## src/rtl/cpu_types_pkg.sv

```systemverilog
// rtl/cpu_types_pkg.sv - shared CPU types for the pipeline controller
// Purpose: register-index type and pipeline controller state encoding.
// Contents: regbits_t (register index), pipectrl_state_t (RUN, MEMWAIT, DRAIN, HALTED).
package cpu_types_pkg;

   localparam int REG_W = 5;

   typedef logic [REG_W-1:0] regbits_t;

   typedef enum logic [1:0] {
      RUN     = 2'd0,
      MEMWAIT = 2'd1,
      DRAIN   = 2'd2,
      HALTED  = 2'd3
   } pipectrl_state_t;

endpackage

```

## src/rtl/pipeline_ctrl_hazard_unit.sv

```systemverilog
// rtl/pipeline_ctrl_hazard_unit.sv - load-use hazard compare
// Purpose: flags a load in ID/EX whose destination feeds an operand of the instruction in IF/ID.
// Ports:
//   idex_memrd  in   ID/EX holds a load
//   idex_rd     in   ID/EX destination register
//   ifid_rs     in   IF/ID source rs
//   ifid_rt     in   IF/ID source rt
//   lu_stall    out  load-use hazard present
module hazard_unit import cpu_types_pkg::*; #(
   parameter int REG_ADDR_W = $bits(regbits_t)
) (
   input  logic                  idex_memrd,
   input  logic [REG_ADDR_W-1:0] idex_rd,
   input  logic [REG_ADDR_W-1:0] ifid_rs,
   input  logic [REG_ADDR_W-1:0] ifid_rt,
   output logic                  lu_stall
);

   // Register zero is hardwired, so a load targeting it never creates a dependency.
   assign lu_stall = idex_memrd & (idex_rd != '0) &
                     ((idex_rd == ifid_rs) | (idex_rd == ifid_rt));

endmodule

```

## src/rtl/pipeline_ctrl.sv

```systemverilog
// rtl/pipeline_ctrl.sv - 5-stage pipeline latch and PC sequencer
// Purpose: per-latch enable/flush, dcache wait, load-use stall, branch squash, halt drain,
//   and once-only gating of dmem requests leaving EX/MEM.
// Optional feature: PIPECTRL_STATS_EN adds the saturating stall_cnt output.
// Ports:
//   CLK, nRST                      clock, synchronous active-low reset
//   ihit, dhit                     fetch / data access complete this cycle
//   mem_dREN, mem_dWEN, mem_halt   EX/MEM latch request and halt flags
//   ex_branch                      taken branch/jump resolved in EX
//   idex_memrd, idex_rd            load in ID/EX and its destination
//   ifid_rs, ifid_rt               IF/ID source registers
//   pc_en                          PC update enable
//   <latch>_en, <latch>_flush      IF/ID, ID/EX, EX/MEM, MEM/WB controls
//   dREN, dWEN                     gated dcache requests
//   halt                           sticky halt
//   stall_cnt                      stalled cycles (PIPECTRL_STATS_EN only)
module pipeline_ctrl import cpu_types_pkg::*; #(
   parameter int REG_ADDR_W   = $bits(regbits_t),
   parameter int DRAIN_CYCLES = 2
`ifdef PIPECTRL_STATS_EN
   , parameter int CNT_W      = 32
`endif
) (
   input  logic                  CLK,
   input  logic                  nRST,
   input  logic                  ihit,
   input  logic                  dhit,
   input  logic                  mem_dREN,
   input  logic                  mem_dWEN,
   input  logic                  mem_halt,
   input  logic                  ex_branch,
   input  logic                  idex_memrd,
   input  logic [REG_ADDR_W-1:0] idex_rd,
   input  logic [REG_ADDR_W-1:0] ifid_rs,
   input  logic [REG_ADDR_W-1:0] ifid_rt,
   output logic                  pc_en,
   output logic                  ifid_en,
   output logic                  ifid_flush,
   output logic                  idex_en,
   output logic                  idex_flush,
   output logic                  exmem_en,
   output logic                  exmem_flush,
   output logic                  memwb_en,
   output logic                  memwb_flush,
   output logic                  dREN,
   output logic                  dWEN,
   output logic                  halt
`ifdef PIPECTRL_STATS_EN
   , output logic [CNT_W-1:0]    stall_cnt
`endif
);

   localparam int DW = (DRAIN_CYCLES > 1) ? $clog2(DRAIN_CYCLES) : 1;

   pipectrl_state_t state_q, state_d;
   logic            mem_done_q, mem_done_d;
   logic [DW-1:0]   drain_cnt_q, drain_cnt_d;
   logic            halt_q, halt_d;

   logic mem_req, mem_busy, advance;
   logic lu_stall, lu_eff, br_sq, bubble;

   hazard_unit #(.REG_ADDR_W(REG_ADDR_W)) u_hazard (
      .idex_memrd (idex_memrd),
      .idex_rd    (idex_rd),
      .ifid_rs    (ifid_rs),
      .ifid_rt    (ifid_rt),
      .lu_stall   (lu_stall)
   );

   assign mem_req  = mem_dREN | mem_dWEN;
   // Once mem_done is set the access is finished; the latch just has to move on.
   assign mem_busy = mem_req & ~dhit & ~mem_done_q;
   assign advance  = ihit & ~mem_busy;
   // A taken branch squashes the dependent instruction, so the load-use stall is moot.
   assign lu_eff   = lu_stall & ~ex_branch;
   assign br_sq    = ex_branch & advance;
   assign bubble   = lu_eff & advance;

   assign dREN = nRST & mem_dREN & ~mem_done_q & (state_q != HALTED);
   assign dWEN = nRST & mem_dWEN & ~mem_done_q & (state_q != HALTED);
   assign halt = halt_q;

   always_comb begin
      pc_en       = 1'b0;
      ifid_en     = 1'b0;
      ifid_flush  = 1'b0;
      idex_en     = 1'b0;
      idex_flush  = 1'b0;
      exmem_en    = 1'b0;
      exmem_flush = 1'b0;
      memwb_en    = 1'b0;
      memwb_flush = 1'b0;

      case (state_q)
         RUN: begin
            pc_en      = advance & ~lu_eff & ~mem_halt;
            ifid_flush = br_sq;
            ifid_en    = advance & ~lu_eff & ~br_sq;
            idex_flush = br_sq | bubble;
            idex_en    = advance & ~br_sq & ~bubble;
            exmem_en   = advance;
            memwb_en   = advance;
         end
         DRAIN: begin
            // Only the halting instruction and what is ahead of it may retire.
            ifid_flush  = 1'b1;
            idex_flush  = 1'b1;
            exmem_flush = 1'b1;
            memwb_en    = 1'b1;
         end
         default: ;
      endcase

      if (!nRST) begin
         pc_en       = 1'b0;
         ifid_en     = 1'b0;
         idex_en     = 1'b0;
         exmem_en    = 1'b0;
         memwb_en    = 1'b0;
         ifid_flush  = 1'b1;
         idex_flush  = 1'b1;
         exmem_flush = 1'b1;
         memwb_flush = 1'b1;
      end
   end

   always_comb begin
      state_d     = state_q;
      drain_cnt_d = drain_cnt_q;
      halt_d      = halt_q;

      // Leaving the latch starts a new instruction, which outranks a same-cycle completion.
      if (exmem_en)
         mem_done_d = 1'b0;
      else if (dhit && state_q != HALTED)
         mem_done_d = 1'b1;
      else
         mem_done_d = mem_done_q;

      case (state_q)
         RUN: begin
            if (mem_busy)
               state_d = MEMWAIT;
            else if (mem_halt && advance) begin
               state_d     = DRAIN;
               drain_cnt_d = DW'(DRAIN_CYCLES - 1);
            end
         end
         MEMWAIT: begin
            if (dhit)
               state_d = RUN;
         end
         DRAIN: begin
            if (drain_cnt_q == '0) begin
               state_d = HALTED;
               halt_d  = 1'b1;
            end else
               drain_cnt_d = drain_cnt_q - DW'(1);
         end
         default: halt_d = 1'b1;
      endcase
   end

   always_ff @(posedge CLK) begin
      if (!nRST) begin
         state_q     <= RUN;
         mem_done_q  <= 1'b0;
         drain_cnt_q <= '0;
         halt_q      <= 1'b0;
      end else begin
         state_q     <= state_d;
         mem_done_q  <= mem_done_d;
         drain_cnt_q <= drain_cnt_d;
         halt_q      <= halt_d;
      end
   end

`ifdef PIPECTRL_STATS_EN
   logic [CNT_W-1:0] stall_cnt_q;

   always_ff @(posedge CLK) begin
      if (!nRST)
         stall_cnt_q <= '0;
      else if ((state_q == RUN || state_q == MEMWAIT) && !pc_en && stall_cnt_q != '1)
         stall_cnt_q <= stall_cnt_q + CNT_W'(1);
   end

   assign stall_cnt = stall_cnt_q;
`endif

endmodule

```

## config.mk

```make
export PLATFORM = sky130hd
export DESIGN_NAME = pipeline_ctrl
export DESIGN_NICKNAME = d
export VERILOG_FILES = /design/src/rtl/cpu_types_pkg.sv /design/src/rtl/pipeline_ctrl_hazard_unit.sv /design/src/rtl/pipeline_ctrl.sv
export SDC_FILE = /design/constraint.sdc
export NUM_CORES = 1
export LEC_CHECK = 0
export ABC_CLOCK_PERIOD_IN_PS = 2300
export BUFFER_PORTS_ARGS = -buffer_cell sky130_fd_sc_hd__buf_2
export CORE_AREA = 2 2 40 42
export DETAILED_ROUTE_END_ITERATION = 7
export DIE_AREA = 0 0 42 44
export GPL_TIMING_DRIVEN = 0
export PLACE_DENSITY_LB_ADDON = 0.08
export RECOVER_POWER = 50
export SYNTH_ARGS = -nofsm -noshare
export SYNTH_HDL_FRONTEND = slang
export SYNTH_HIERARCHICAL = 1
export SYNTH_SLANG_ARGS = --single-unit
```

## constraint.sdc

```tcl
create_clock -name CLK -period 2.3 [get_ports CLK]
set_input_delay 0.23 -clock CLK [delete_from_list [all_inputs] [get_ports CLK]]
set_output_delay 0.23 -clock CLK [all_outputs]
set_load 0.02 [all_outputs]
```

==> results of run 1 <==
[critical path, delay by kind of cell (launching register included)]
| family | cells | cell delay (ns) |
|---|---|---|
| AOI/OAI and AO/OA | 2 | 0.46 |
| adders and majority gates | 1 | 0.29 |
| and+or+nand+nor | 2 | 0.73 |
| buffers and inverters | 1 | 0.09 |
| DFF | 1 | 0.37 |
[path summary, 6_finish.rpt]
check / cells past startpoint / slack (ns) / to
worst max-delay path: 6 / 0.29 / state_q[1]
worst min-delay path: 3 / 0.33 / mem_done_q
worst max register to register: 6 / 0.29 / state_q[1]
worst min register to register: 2 / 0.46 / halt
[stage by stage]
| stage | area [um2] | std cells | setup slack (ns) | hold WS, ns |
|---|---|---|---|---|
| finish | 753 | 125 | 0.292 | 0.333 |
| global route | 753 | 125 | 0.138 | 0.373 |
| CTS | 762 | 125 | 0.297 | 0.333 |
| floorplan | 541 | 70 | 0.476 | 0.419 |
| global placement | 736 | 121 | 0.328 | 0.445 |
| detailed placement | 736 | 121 | 0.311 | 0.452 |
[metal layers]
layer  share of wire (%)  GRT usage (%)  vias up
met5                   0              0        -
met3                 6.9           2.50        5
met2                  44           26.3       27
met1                  46           16.0      269
met4                 3.8           13.5        0
li1                    -              -      331
[where the power goes]
group	internal (uW)	leakage (uW)	switching [uW]
clock network	65.6	0.0000150	36.2
logic	162	0.000311	203
registers	121	0.0000414	30.0
[synthesized netlist by cell type, drive strengths merged]
master / instances / share of area [%]
nor3: 8 / 7.4
xor2: 6 / 9.7
dfxtp: 5 / 19
ha: 5 / 12
inv: 5 / 3.5
nor2: 5 / 3.5
o21ai: 4 / 3.7
xnor2: 4 / 6.5
a21oi: 3 / 2.8
nand2b: 3 / 3.5
nand2: 2 / 1.4
nand3: 2 / 1.9
nor4b: 2 / 3.2
o311a: 2 / 3.7
or4: 2 / 2.8
a2111oi: 1 / 1.6
a211o: 1 / 1.6
a21o: 1 / 1.4
a31oi: 1 / 1.2
and2: 1 / 1.6
and2b: 1 / 1.4
clkinv: 1 / 0.69
nor2b: 1 / 1.2
nor3b: 1 / 1.4
nor4: 1 / 1.2
o211ai: 1 / 1.4
or4b: 1 / 1.9
[flip-flops by register name, indices dropped and copies added (netlist names)]
register	flops
halt	1
state_q	2
drain_cnt_q	1
mem_done_q	1
[final cells by class]
class	count	area, um2	share of cell area [%]
clock buffers	4	26.3	3.49
inverters	6	22.5	2.99
multi-input cells	59	415	55.1
flip-flops and latches	5	100	13.3
well taps	16	20.0	2.66
repair buffers	35	169	22.4
[logic make-up after synthesis]
kind of cell | Yosys count
AND/OR/NAND/NOR | 30
XOR/XNOR | 10
AO/OA/AOI/OAI | 14
flip-flops | 5
buffers and inverters | 6
adder cells (fa/ha/maj) | 5
==> results.rst, run 1 <==
.. list-table::
   :header-rows: 1

   * - Metric
     - Value
   * - Outcome
     - completed
   * - Synthesized-area fraction occupied by and/or/nand/nor cells
     - around 32%
   * - Number of standard-cell rows in the floorplan
     - 14
   * - Launch point of the worst path
     - state_q[0]
   * - Transition at the pin with the smallest max-transition slack
     - 0.390 ns
   * - Nets
     - between 100 and 150
   * - Vias per inst
     - 5.06
   * - Clock tree from TritonCTS
     - done
   * - Vert. Die Dim
     - 44 um
   * - Most common library cell in the layout ignoring fill and taps
     - sky130_fd_sc_hd__buf_2
   * - Max-slew violation count
     - 0
   * - Clock insertion delay at the later pin of the skew report
     - 0.25 ns
   * - Share of synthesized cell area in full adder, half adder and majority cells
     - 11.6%
   * - Final Hold Fails
     - 0
   * - Reported leakage power
     - 0.000368 uW
   * - Final setup violation count
     - 0
   * - Period minus WS final
     - 2.01 ns
   * - Maximum number of pins on one net before global-route repair
     - 10
   * - Largest fanout on the critical path
     - 7
   * - Utilization after layout
     - 53.1%
   * - Hold buffer count at CTS
     - 0
   * - Routed wirelength normalized by instance count
     - 10.2 um
   * - Data arrival time of the critical path
     - ~2.2 ns
   * - Number of gates resized after cts
     - 0
   * - Global-route total usage across every layer
     - 15.2%
   * - Clock-pin slew on the worst setup and hold paths
     - 0.04 ns
   * - Boundary pin count
     - 36
   * - Worst relative slew slack
     - 73.3%
   * - Final-layout setup total negative slack
     - 0 ns
   * - Syn-to-layout area delta
     - 39.4%
   * - Ant. Diodes
     - 0
   * - Filler cell count in the final layout
     - between 150 and 200
   * - Setup repair after global routing missed its margin
     - false
   * - Main combinational cell family by area after synthesis
     - simple AND/OR/NAND/NOR gates
   * - Tightest Hold Check Type
     - input pin to flip-flop
   * - Number of antenna violations at the first check in global routing
     - 0
   * - Tcrit/Tclk final
     - 87.3%
   * - Pwr per Cell Area
     - 819 nW/um2
   * - Total wire length
     - about 1300 um
   * - Buffer type at the clock tree root
     - sky130_fd_sc_hd__clkbuf_4
   * - Maximum clock path buffer count
     - 2
   * - Die Outline Area
     - 1850 um2
   * - Via count of the first global-routing pass
     - 554
   * - Critical path startpoint category
     - flip-flop
   * - Highest attainable clock frequency
     - 498 MHz
   * - Remaining number of nets flagged by the antenna check after routing
     - 0
   * - Detailed-router iteration count before antenna repair
     - 3
   * - Seq/Total Area, Yosys
     - 18.5%
   * - Worst-path cell with the longest stage delay
     - sky130_fd_sc_hd__or4_1
   * - Start-to-end type of the worst setup path
     - flip-flop to flip-flop
   * - Number of remaining DRC errors
     - 0
   * - Fraction of synthesized cell area in xor and xnor cells
     - 16.2%
   * - Synthesized netlist cell count
     - 70
   * - Post-detail-place hpwl
     - between 1000 and 1500 um
   * - Vias
     - 632
   * - Wire length of the first global-routing pass
     - 2070 um
   * - Clock sink count
     - 5
   * - Max-cap violations
     - 0
   * - Port Buffers
     - 35
   * - Weighted congestion reported at the end of routability-driven placement
     - 0.677
   * - Total congestion overflow
     - 0
   * - Number of CTS-inserted buffers
     - 3
   * - Setup clock skew after layout
     - 0.00379 ns
   * - Hold path start
     - dhit
   * - Mean post-synth cell area
     - 7.72 um2
   * - Commonest cells after routing, fill and taps aside
     - sky130_fd_sc_hd__buf_2 (30), sky130_fd_sc_hd__nor3_1 (8), sky130_fd_sc_hd__clkbuf_1 (6), sky130_fd_sc_hd__xor2_1 (6)
   * - Portion of netlist area occupied by mux cells
     - 0%
   * - Number of DRC markers after the initial detailed-route iteration
     - 3
   * - Yosys cell types
     - 28
   * - Cell Chain, Critical Path
     - inv_1 > ha_1 > and2_0 > a211o_1 > or4_1 > a21oi_1
   * - Power after layout
     - roughly 620 uW
   * - Critical path capture point type
     - flip-flop
   * - Post-synth design cell area
     - 541 um2
   * - Peak VDD IR
     - 288 uV
   * - Beginning of the worst register-to-register path
     - state_q[0]
   * - Setup bufs post-CTS
     - 0
   * - Required time at the worst-slack endpoint
     - 2.47 ns
   * - Compound-Gate Fraction of Synth Area
     - 17.4%
   * - Synth Warn #
     - 6
   * - Initial Util
     - 38.1%
   * - Core region area
     - 1420 um2
   * - Syn_nets
     - slightly below 100
   * - Ratio of cells with drive above 1 in the final layout
     - 31.2%
   * - Slowest stage delay, CP
     - 0.52 ns
   * - Floorplan die width
     - roughly 42 um
   * - Yosys reg bits
     - 5
   * - H-Tree Level Count
     - 1
(Power assumes the default switching activity.)
==> inputs of run 2 (changes only) <==
--- a/config.mk
+++ b/config.mk
@@ -6,7 +6,7 @@
 export NUM_CORES = 1
 export LEC_CHECK = 0
 export ABC_CLOCK_PERIOD_IN_PS = 2300
-export BUFFER_PORTS_ARGS = -buffer_cell sky130_fd_sc_hd__buf_2
+export BUFFER_PORTS_ARGS = -buffer_cell sky130_fd_sc_hd__buf_4
 export CORE_AREA = 2 2 40 42
 export DETAILED_ROUTE_END_ITERATION = 7
 export DIE_AREA = 0 0 42 44
==> run 2 against run 1 <==
Critical path depth unchanged; sequential share of layout area down 1.2 points; global-route usage up 1.9 points; register-to-register slack about the same; sequential power about the same; final cell count unchanged; setup slack better by 0.0085 ns; worst hold slack worse by 0.018 ns; routed wire length up 7.0%; cell area up 10%; combinational power up 7.7%; flip-flop and latch count unchanged.
==> results.rst, run 2 (synthesis results as in run 1) <==
.. list-table::
   :header-rows: 1

   * - Metric
     - Value
   * - Outcome
     - completed (unchanged)
   * - Buf+Inv Stages, Crit Path
     - 1 (unchanged)
   * - Nets
     - 139 (unchanged)
   * - Max-cap violations
     - 0 (unchanged)
   * - Required time at the worst-slack endpoint
     - 2.47 ns (about the same)
   * - Maximum number of pins on one net before global-route repair
     - 10 (unchanged)
   * - Ratio of cells with drive above 1 in the final layout
     - 31.2% (unchanged)
   * - Transition at the pin with the smallest max-transition slack
     - 0.363 ns (was 0.390 ns)
   * - Clock-pin slew on the worst setup and hold paths
     - 0.04 ns (about the same)
   * - Floorplan die width
     - 42 um (unchanged)
   * - Final Hold Fails
     - 0 (unchanged)
   * - Setup bufs post-CTS
     - 0 (unchanged)
   * - Number of standard-cell rows in the floorplan
     - 14 (unchanged)
   * - Max-slew violation count
     - 0 (unchanged)
   * - Slowest stage delay, CP
     - 0.52 ns (about the same)
   * - Number of gates resized after cts
     - 0 (unchanged)
   * - Reported leakage power
     - 0.000390 uW (was 0.000368 uW)
   * - Wire length of the first global-routing pass
     - 2390 um (was 2070 um)
   * - Global-route total usage across every layer
     - 17.1% (was 15.2%)
   * - Total wire length
     - 1370 um (was 1280 um)
   * - Clock sink count
     - 5 (unchanged)
   * - Worst-path cell with the longest stage delay
     - sky130_fd_sc_hd__or4_1 (unchanged)
   * - Cell Chain, Critical Path
     - inv_1 > ha_1 > and2_0 > a211o_1 > or4_1 > a21oi_1 (unchanged)
   * - Final setup violation count
     - 0 (unchanged)
   * - Maximum clock path buffer count
     - 2 (unchanged)
   * - Detailed-router iteration count before antenna repair
     - 3 (unchanged)
   * - Largest fanout on the critical path
     - 7 (unchanged)
   * - Post-detail-place hpwl
     - 1170 um (was 1090 um)
   * - Remaining number of nets flagged by the antenna check after routing
     - 0 (unchanged)
   * - Ant. Diodes
     - 0 (unchanged)
   * - Hold buffer count at CTS
     - 0 (unchanged)
   * - Syn-to-layout area delta
     - 53.2% (was 39.4%)
   * - Setup clock skew after layout
     - 0.00500 ns (was 0.00379 ns)
   * - Critical path startpoint category
     - flip-flop (unchanged)
   * - Placed insts
     - 121 (unchanged)
   * - Worst hold slack across all endpoints
     - 0.315 ns (was 0.333 ns)
   * - Weighted congestion reported at the end of routability-driven placement
     - 0.705 (was 0.677)
   * - Final standard cell count with taps included and fillers excluded
     - 125 (unchanged)
   * - Instance area at placement
     - 823 um2 (was 736 um2)
   * - Commonest cells after routing, fill and taps aside
     - sky130_fd_sc_hd__buf_4 (30), sky130_fd_sc_hd__nor3_1 (8), sky130_fd_sc_hd__clkbuf_1 (6), sky130_fd_sc_hd__xor2_1 (6) (was sky130_fd_sc_hd__buf_2 (30), sky130_fd_sc_hd__nor3_1 (8), sky130_fd_sc_hd__clkbuf_1 (6), sky130_fd_sc_hd__xor2_1 (6))
   * - Number of CTS-inserted buffers
     - 3 (unchanged)
   * - Port Buffers
     - 35 (unchanged)
   * - Smallest setup slack after layout
     - 0.301 ns (was 0.292 ns)
   * - Largest reg by FF count
     - state_q (unchanged)
   * - Vias per inst
     - 5.15 (was 5.06)
   * - Number of antenna violations at the first check in global routing
     - 0 (unchanged)
   * - Peak VDD IR
     - 311 uV (was 288 uV)
   * - Boundary pin count
     - 36 (unchanged)
   * - Worst relative slew slack
     - 75.2% (was 73.3%)
   * - Number of DRC markers after the initial detailed-route iteration
     - 3 (unchanged)
   * - Buffer type at the clock tree root
     - sky130_fd_sc_hd__clkbuf_4 (unchanged)
   * - Tightest Hold Check Type
     - input pin to flip-flop (unchanged)
   * - Data arrival time of the critical path
     - 2.17 ns (was 2.18 ns)
   * - Routed wirelength normalized by instance count
     - 11.0 um (was 10.2 um)
   * - Pwr per Cell Area
     - 781 nW/um2 (was 819 nW/um2)
   * - Via count of the first global-routing pass
     - 641 (was 554)
   * - Non-Filler Cell Area, Final
     - 828 um2 (was 753 um2)
   * - Cell type group with the largest total delay on the critical path
     - simple AND/OR/NAND/NOR gates (unchanged)
   * - Number of remaining DRC errors
     - 0 (unchanged)
   * - Vias
     - 644 (was 632)
   * - Final-layout setup total negative slack
     - 0 ns (unchanged)
   * - Max FFs per register
     - 2 (unchanged)
   * - Highest attainable clock frequency
     - 500 MHz (was 498 MHz)
   * - Core region area
     - 1420 um2 (unchanged)
   * - Tcrit/Tclk final
     - 86.9% (was 87.3%)
   * - Die Outline Area
     - 1850 um2 (unchanged)
   * - Initial Util
     - 38.1% (unchanged)
   * - Clock tree from TritonCTS
     - done (unchanged)
   * - Total congestion overflow
     - 0 (unchanged)
   * - Most common library cell in the layout ignoring fill and taps
     - sky130_fd_sc_hd__buf_4 (was sky130_fd_sc_hd__buf_2)
   * - Clock insertion delay at the later pin of the skew report
     - 0.25 ns (about the same)
   * - Critical path capture point type
     - flip-flop (unchanged)
   * - Setup repair after global routing missed its margin
     - false (unchanged)
   * - Start-to-end type of the worst setup path
     - flip-flop to flip-flop (unchanged)
   * - Vert. Die Dim
     - 44 um (unchanged)
   * - H-Tree Level Count
     - 1 (unchanged)
   * - Dpl ws
     - 0.320 ns (was 0.311 ns)
   * - Period minus WS final
     - 2.00 ns (was 2.01 ns)
   * - Filler cell count in the final layout
     - 146 (was 154)
[run 2: path summary, 6_finish.rpt]
path	start	endpoint	slack [ns]	cells after the start
setup / recovery	state_q[0]	state_q[1]	0.30	6
hold / removal	dhit	mem_done_q	0.32	3
setup reg to reg	state_q[0]	state_q[1]	0.30	6
hold reg to reg	halt	halt	0.46	2
[run 2: cell type report]
| type | count | area (um2) | area share, % |
|---|---|---|---|
| Timing Repair Buffer | 35 | 244 | 29.5 |
| Tap cell | 16 | 20.0 | 2.42 |
| Clock buffer | 4 | 26.3 | 3.17 |
| Sequential cell | 5 | 100 | 12.1 |
| Inverter | 6 | 22.5 | 2.72 |
| Multi-Input combinational cell | 59 | 415 | 50.2 |
[run 2: power breakdown]
part / total [uW] / internal, uW / switching (uW) / leakage [uW]
Combinational: 393 / 186 / 208 / 0.000334
Clock: 103 / 65.7 / 37.1 / 0.0000150
Sequential: 150 / 121 / 29.9 / 0.0000414
Total: 647 / 372 / 275 / 0.000390
[run 2: worst register-to-register path, delay by kind of cell (launching register included)]
family	cells	cell delay, ns
AND/OR/NAND/NOR	2	0.73
AO/OA/AOI/OAI	2	0.45
flip-flops	1	0.37
adder cells (fa/ha/maj)	1	0.28
buffers and inverters	1	0.09
[run 2: metal layers]
layer / up-vias / track usage (%) / wire length (um) / part of all wire (%)
li1: 329 / - / - / -
met1: 285 / 16.3 / 569 / 42
met2: 26 / 31.9 / 657 / 48
met3: 4 / 5.00 / 115 / 8.4
met4: 0 / 11.6 / 27 / 2.0
met5: - / 0 / 0 / 0
[run 2: per-stage QoR]
step	power (uW)	utilization, %
4_1_cts	670	59.9
5_1_grt	710	58.4
3_5_place_dp	562	58.0
3_3_place_gp	558	58.0
2_1_floorplan	420	-
6_report	647	58.4
==> inputs of run 3 (changes only) <==
--- a/config.mk
+++ b/config.mk
@@ -5,14 +5,15 @@
 export SDC_FILE = /design/constraint.sdc
 export NUM_CORES = 1
 export LEC_CHECK = 0
+export ABC_AREA = 1
 export ABC_CLOCK_PERIOD_IN_PS = 2300
 export BUFFER_PORTS_ARGS = -buffer_cell sky130_fd_sc_hd__buf_4
-export CORE_AREA = 2 2 40 42
+export CORE_AREA = 2 2 43 45
 export DETAILED_ROUTE_END_ITERATION = 7
-export DIE_AREA = 0 0 42 44
+export DIE_AREA = 0 0 45 47
 export GPL_TIMING_DRIVEN = 0
 export PLACE_DENSITY_LB_ADDON = 0.08
-export RECOVER_POWER = 50
+export RECOVER_POWER = 25
 export SYNTH_ARGS = -nofsm -noshare
 export SYNTH_HDL_FRONTEND = slang
 export SYNTH_HIERARCHICAL = 1
==> run 3 against run 2 <==
Worst hold slack got worse by 0.042 ns; synthesized cell count rose by 66%; sequential power decreased by 3%; clock skew rose by 0.0020 ns; critical path type is now flip-flop to output pin.
==> results.rst, run 3 <==
.. list-table::
   :header-rows: 1

   * - Metric
     - Value
   * - Largest reg by FF count
     - state_q (unchanged)
   * - Syn-to-layout area delta
     - 42.2% (was 53.2%)
   * - Period minus WS final
     - 1.84 ns (was 2.00 ns)
   * - H-Tree Level Count
     - 1 (unchanged)
   * - Cell with the most instances after synthesis
     - sky130_fd_sc_hd__nand2_1 (was sky130_fd_sc_hd__nor3_1)
   * - Stages on worst setup path
     - 7 (was 6)
   * - Clock-pin slew on the worst setup and hold paths
     - 0.05 ns (was 0.04 ns)
   * - Required time at the worst-slack endpoint
     - 2.07 ns (was 2.47 ns)
   * - Via count of the first global-routing pass
     - 629 (was 641)
   * - Synth area leaders
     - sky130_fd_sc_hd__nand2_1 (21%), sky130_fd_sc_hd__dfxtp_1 (15%), sky130_fd_sc_hd__inv_1 (11%) (was sky130_fd_sc_hd__dfxtp_1 (19%), sky130_fd_sc_hd__ha_1 (12%), sky130_fd_sc_hd__xor2_1 (9.7%))
   * - Worst setup endpoint
     - idex_en (was state_q[1])
   * - Port Buffers
     - 34 (was 35)
   * - Predominant post-synthesis flop cell
     - sky130_fd_sc_hd__dfxtp_1 (unchanged)
   * - Most common library cell in the layout ignoring fill and taps
     - sky130_fd_sc_hd__nand2_1 (was sky130_fd_sc_hd__buf_4)
   * - Endpoint of the worst register-to-register path
     - state_q[1] (unchanged)
   * - Mean post-synth cell area
     - 5.77 um2 (was 7.72 um2)
   * - Number of DRC markers after the initial detailed-route iteration
     - 9 (was 3)
   * - Max-cap violations
     - 0 (unchanged)
   * - Start-to-end type of the worst setup path
     - flip-flop to output pin (was flip-flop to flip-flop)
   * - Tcrit/Tclk final
     - 80.1% (was 86.9%)
   * - Beginning of the worst register-to-register path
     - state_q[0] (unchanged)
   * - Met3 Resource Use GR
     - 5.77% (was 5.00%)
   * - Weighted congestion reported at the end of routability-driven placement
     - 0.759 (was 0.705)
   * - Maximum number of pins on one net before global-route repair
     - 10 (unchanged)
   * - Non-Filler Cell Area, Final
     - 952 um2 (was 828 um2)
   * - Pwr per Cell Area
     - 735 nW/um2 (was 781 nW/um2)
   * - Seq/Total Area, Yosys
     - 15.0% (was 18.5%)
   * - Biggest area consumer among synthesized cells
     - sky130_fd_sc_hd__nand2_1 (was sky130_fd_sc_hd__dfxtp_1)
   * - Synth Warn #
     - 6 (unchanged)
   * - Maximum clock path buffer count
     - 2 (unchanged)
   * - Number of cell instances on the worst register-to-register path
     - 9 (was 6)
   * - Number of remaining DRC errors
     - 0 (unchanged)
   * - Largest fanout on the critical path
     - 5 (was 7)
   * - Die Outline Area
     - 2120 um2 (was 1850 um2)
   * - Number of standard-cell rows in the floorplan
     - 15 (was 14)
   * - Clock sink count
     - 5 (unchanged)
   * - Floorplan die width
     - 45 um (was 42 um)
   * - Transition at the pin with the smallest max-transition slack
     - 0.271 ns (was 0.363 ns)
   * - Clock tree from TritonCTS
     - done (unchanged)
   * - Most frequent cells after synthesis
     - sky130_fd_sc_hd__nand2_1 (37), sky130_fd_sc_hd__inv_1 (20), sky130_fd_sc_hd__nor2_1 (14) (was sky130_fd_sc_hd__nor3_1 (8), sky130_fd_sc_hd__xor2_1 (6))
   * - Peak VDD IR
     - 553 uV (was 311 uV)
   * - Yosys cell types
     - 24 (was 28)
   * - Number of gates resized after cts
     - 0 (unchanged)
   * - Max FFs per register
     - 2 (unchanged)
   * - Number of CTS-inserted buffers
     - 3 (unchanged)
   * - Clock insertion delay at the later pin of the skew report
     - 0.24 ns (was 0.25 ns)
   * - Detailed-router iteration count before antenna repair
     - 3 (unchanged)
   * - Critical path startpoint category
     - flip-flop (unchanged)
   * - Reported leakage power
     - 0.000581 uW (was 0.000390 uW)
   * - Syn_nets
     - 145 (was 99)
   * - Global-route total usage across every layer
     - 15.9% (was 17.1%)
   * - Buffer type at the clock tree root
     - sky130_fd_sc_hd__clkbuf_4 (unchanged)
   * - Slowest stage delay, CP
     - 0.33 ns (was 0.52 ns)
   * - Instance area at placement
     - 946 um2 (was 823 um2)
   * - Buf+Inv Stages, Crit Path
     - 3 (was 1)
   * - Data arrival time of the critical path
     - 1.61 ns (was 2.17 ns)
   * - Highest attainable clock frequency
     - 542 MHz (was 500 MHz)
   * - R2R setup slack
     - 0.97 ns (was 0.30 ns)
   * - Post-synth design cell area
     - 669 um2 (was 541 um2)
   * - Setup bufs post-CTS
     - 0 (unchanged)
   * - Max-slew violation count
     - 0 (unchanged)
   * - Vert. Die Dim
     - 47 um (was 44 um)
   * - Cell type group with the largest total delay on the critical path
     - simple AND/OR/NAND/NOR gates (unchanged)
   * - Total wire length
     - 1530 um (was 1370 um)
   * - Outcome
     - completed (unchanged)
   * - Hold buffer count at CTS
     - 0 (unchanged)
   * - Number of antenna violations at the first check in global routing
     - 0 (unchanged)
   * - Busiest grt layer
     - met2 (unchanged)
   * - Final setup violation count
     - 0 (unchanged)
   * - Final Hold Fails
     - 0 (unchanged)
   * - Initial Util
     - 40.5% (was 38.1%)
   * - Nets
     - 184 (was 139)
   * - Worst-path cell with the longest stage delay
     - sky130_fd_sc_hd__dfxtp_1 (was sky130_fd_sc_hd__or4_1)
   * - Worst relative slew slack
     - 81.8% (was 75.2%)
   * - Final-layout setup total negative slack
     - 0 ns (unchanged)
   * - Post-synthesis async set-or-reset flop share
     - 0% (unchanged)
   * - Launch point of the worst path
     - state_q[0] (unchanged)
   * - Grt met2 use
     - 26.3% (was 31.9%)
   * - Met1 demand-to-capacity share in global routing
     - 20.7% (was 16.3%)
   * - Ratio of cells with drive above 1 in the final layout
     - 31.2% (about the same)
   * - Routed wirelength normalized by instance count
     - 8.92 um (was 11.0 um)
   * - Vias
     - 775 (was 644)
   * - Synthesized netlist cell count
     - 116 (was 70)
   * - Ant. Diodes
     - 0 (unchanged)
   * - Area share of the largest cell type after synthesis
     - 20.7% (was 18.5%)
   * - Boundary pin count
     - 36 (unchanged)
   * - Number of enable-type register cells in the synthesized netlist
     - 0 (unchanged)
   * - Critical path capture point type
     - output pin (was flip-flop)
   * - Setup clock skew after layout
     - 0.00705 ns (was 0.00500 ns)
   * - Tightest Hold Check Type
     - input pin to flip-flop (unchanged)
   * - Cell Chain, Critical Path
     - inv_1 > ha_1 > nand3_1 > inv_4 > nand2_4 > nor3_1 > buf_4 (was inv_1 > ha_1 > and2_0 > a211o_1 > or4_1 > a21oi_1)
   * - Vias per inst
     - 4.53 (was 5.15)
   * - Remaining number of nets flagged by the antenna check after routing
     - 0 (unchanged)
   * - Setup repair after global routing missed its margin
     - false (unchanged)
   * - Core region area
     - 1650 um2 (was 1420 um2)
   * - Wire length of the first global-routing pass
     - 2510 um (was 2390 um)
   * - Commonest cells after routing, fill and taps aside
     - sky130_fd_sc_hd__nand2_1 (37), sky130_fd_sc_hd__buf_4 (32), sky130_fd_sc_hd__inv_1 (20) (was sky130_fd_sc_hd__buf_4 (30), sky130_fd_sc_hd__nor3_1 (8), sky130_fd_sc_hd__clkbuf_1 (6), sky130_fd_sc_hd__xor2_1 (6))
   * - Post-detail-place hpwl
     - 1310 um (was 1170 um)
   * - Utilization after layout
     - 57.7% (was 58.4%)
   * - Total congestion overflow
     - 0 (unchanged)
   * - Yosys reg bits
     - 5 (unchanged)
[run 3: where the power goes]
part,switching (uW),internal (uW)
Sequential,26.4,119
Combinational,269,185
Clock,34.6,65.5
Total,330,370
[run 3: how the worst min path moves through the flow]
stage / from / endpoint / slack (ns) / cells past startpoint
2_1_floorplan: ihit / mem_done_q / 0.45 / 3
3_3_place_gp: halt / halt / 0.46 / 2
3_5_place_dp: halt / halt / 0.47 / 2
4_1_cts: nRST / drain_cnt_q / 0.27 / 3
5_1_grt: nRST / drain_cnt_q / 0.29 / 3
6_report: nRST / drain_cnt_q / 0.27 / 3
[run 3: cells by family (layout without fill, tap and decap cells)]
kind of cell,count (synthesis),count (layout),share of synthesized area [%]
compound gates,8,8,6.92
xor+xnor,3,3,3.93
fa+ha+maj,5,5,9.35
buf+inv,26,64,16.4
flops,5,5,15.0
simple gates,69,69,48.4
[run 3: per-layer routing]
metal / share of wire [%] / up-vias
met4: 0 / 0
met2: 45 / 25
met3: 8.0 / 0
li1: - / 430
met1: 47 / 320
met5: 0 / -
[run 3: cell type report]
class | count | area [um2]
Buffer | 1 | 13.8
Fill cell | 179 | 699
Multi-Input combinational cell | 85 | 447
Timing Repair Buffer | 34 | 248
Sequential cell | 5 | 100
Tap cell | 17 | 21.3
Inverter | 25 | 96.3
Clock buffer | 4 | 26.3
[run 3: worst reg2reg max path, cell delays in order (launching register included)]
cell and delay (ns):
sky130_fd_sc_hd__dfxtp_1 0.37, sky130_fd_sc_hd__inv_1 0.09, sky130_fd_sc_hd__ha_1 0.23, sky130_fd_sc_hd__nand2_1 0.09, sky130_fd_sc_hd__nand2_1 0.06, sky130_fd_sc_hd__nor2_1 0.14, sky130_fd_sc_hd__nand2_2 0.10, sky130_fd_sc_hd__nand2_1 0.07
sky130_fd_sc_hd__nand2_1 0.05, sky130_fd_sc_hd__nor2_1 0.08
[run 3: metrics by stage]
| stage | hold slack, ns | worst slack (ns) | cells | total power [uW] |
|---|---|---|---|---|
| finish | 0.273 | 0.457 | 171 | 700 |
| global route | 0.290 | 0.266 | 171 | 779 |
| CTS | 0.270 | 0.507 | 171 | 728 |
| detailed placement | 0.471 | 0.766 | 167 | 623 |
| global placement | 0.457 | 0.791 | 167 | 613 |
| floorplan | 0.449 | 0.704 | 116 | 474 |
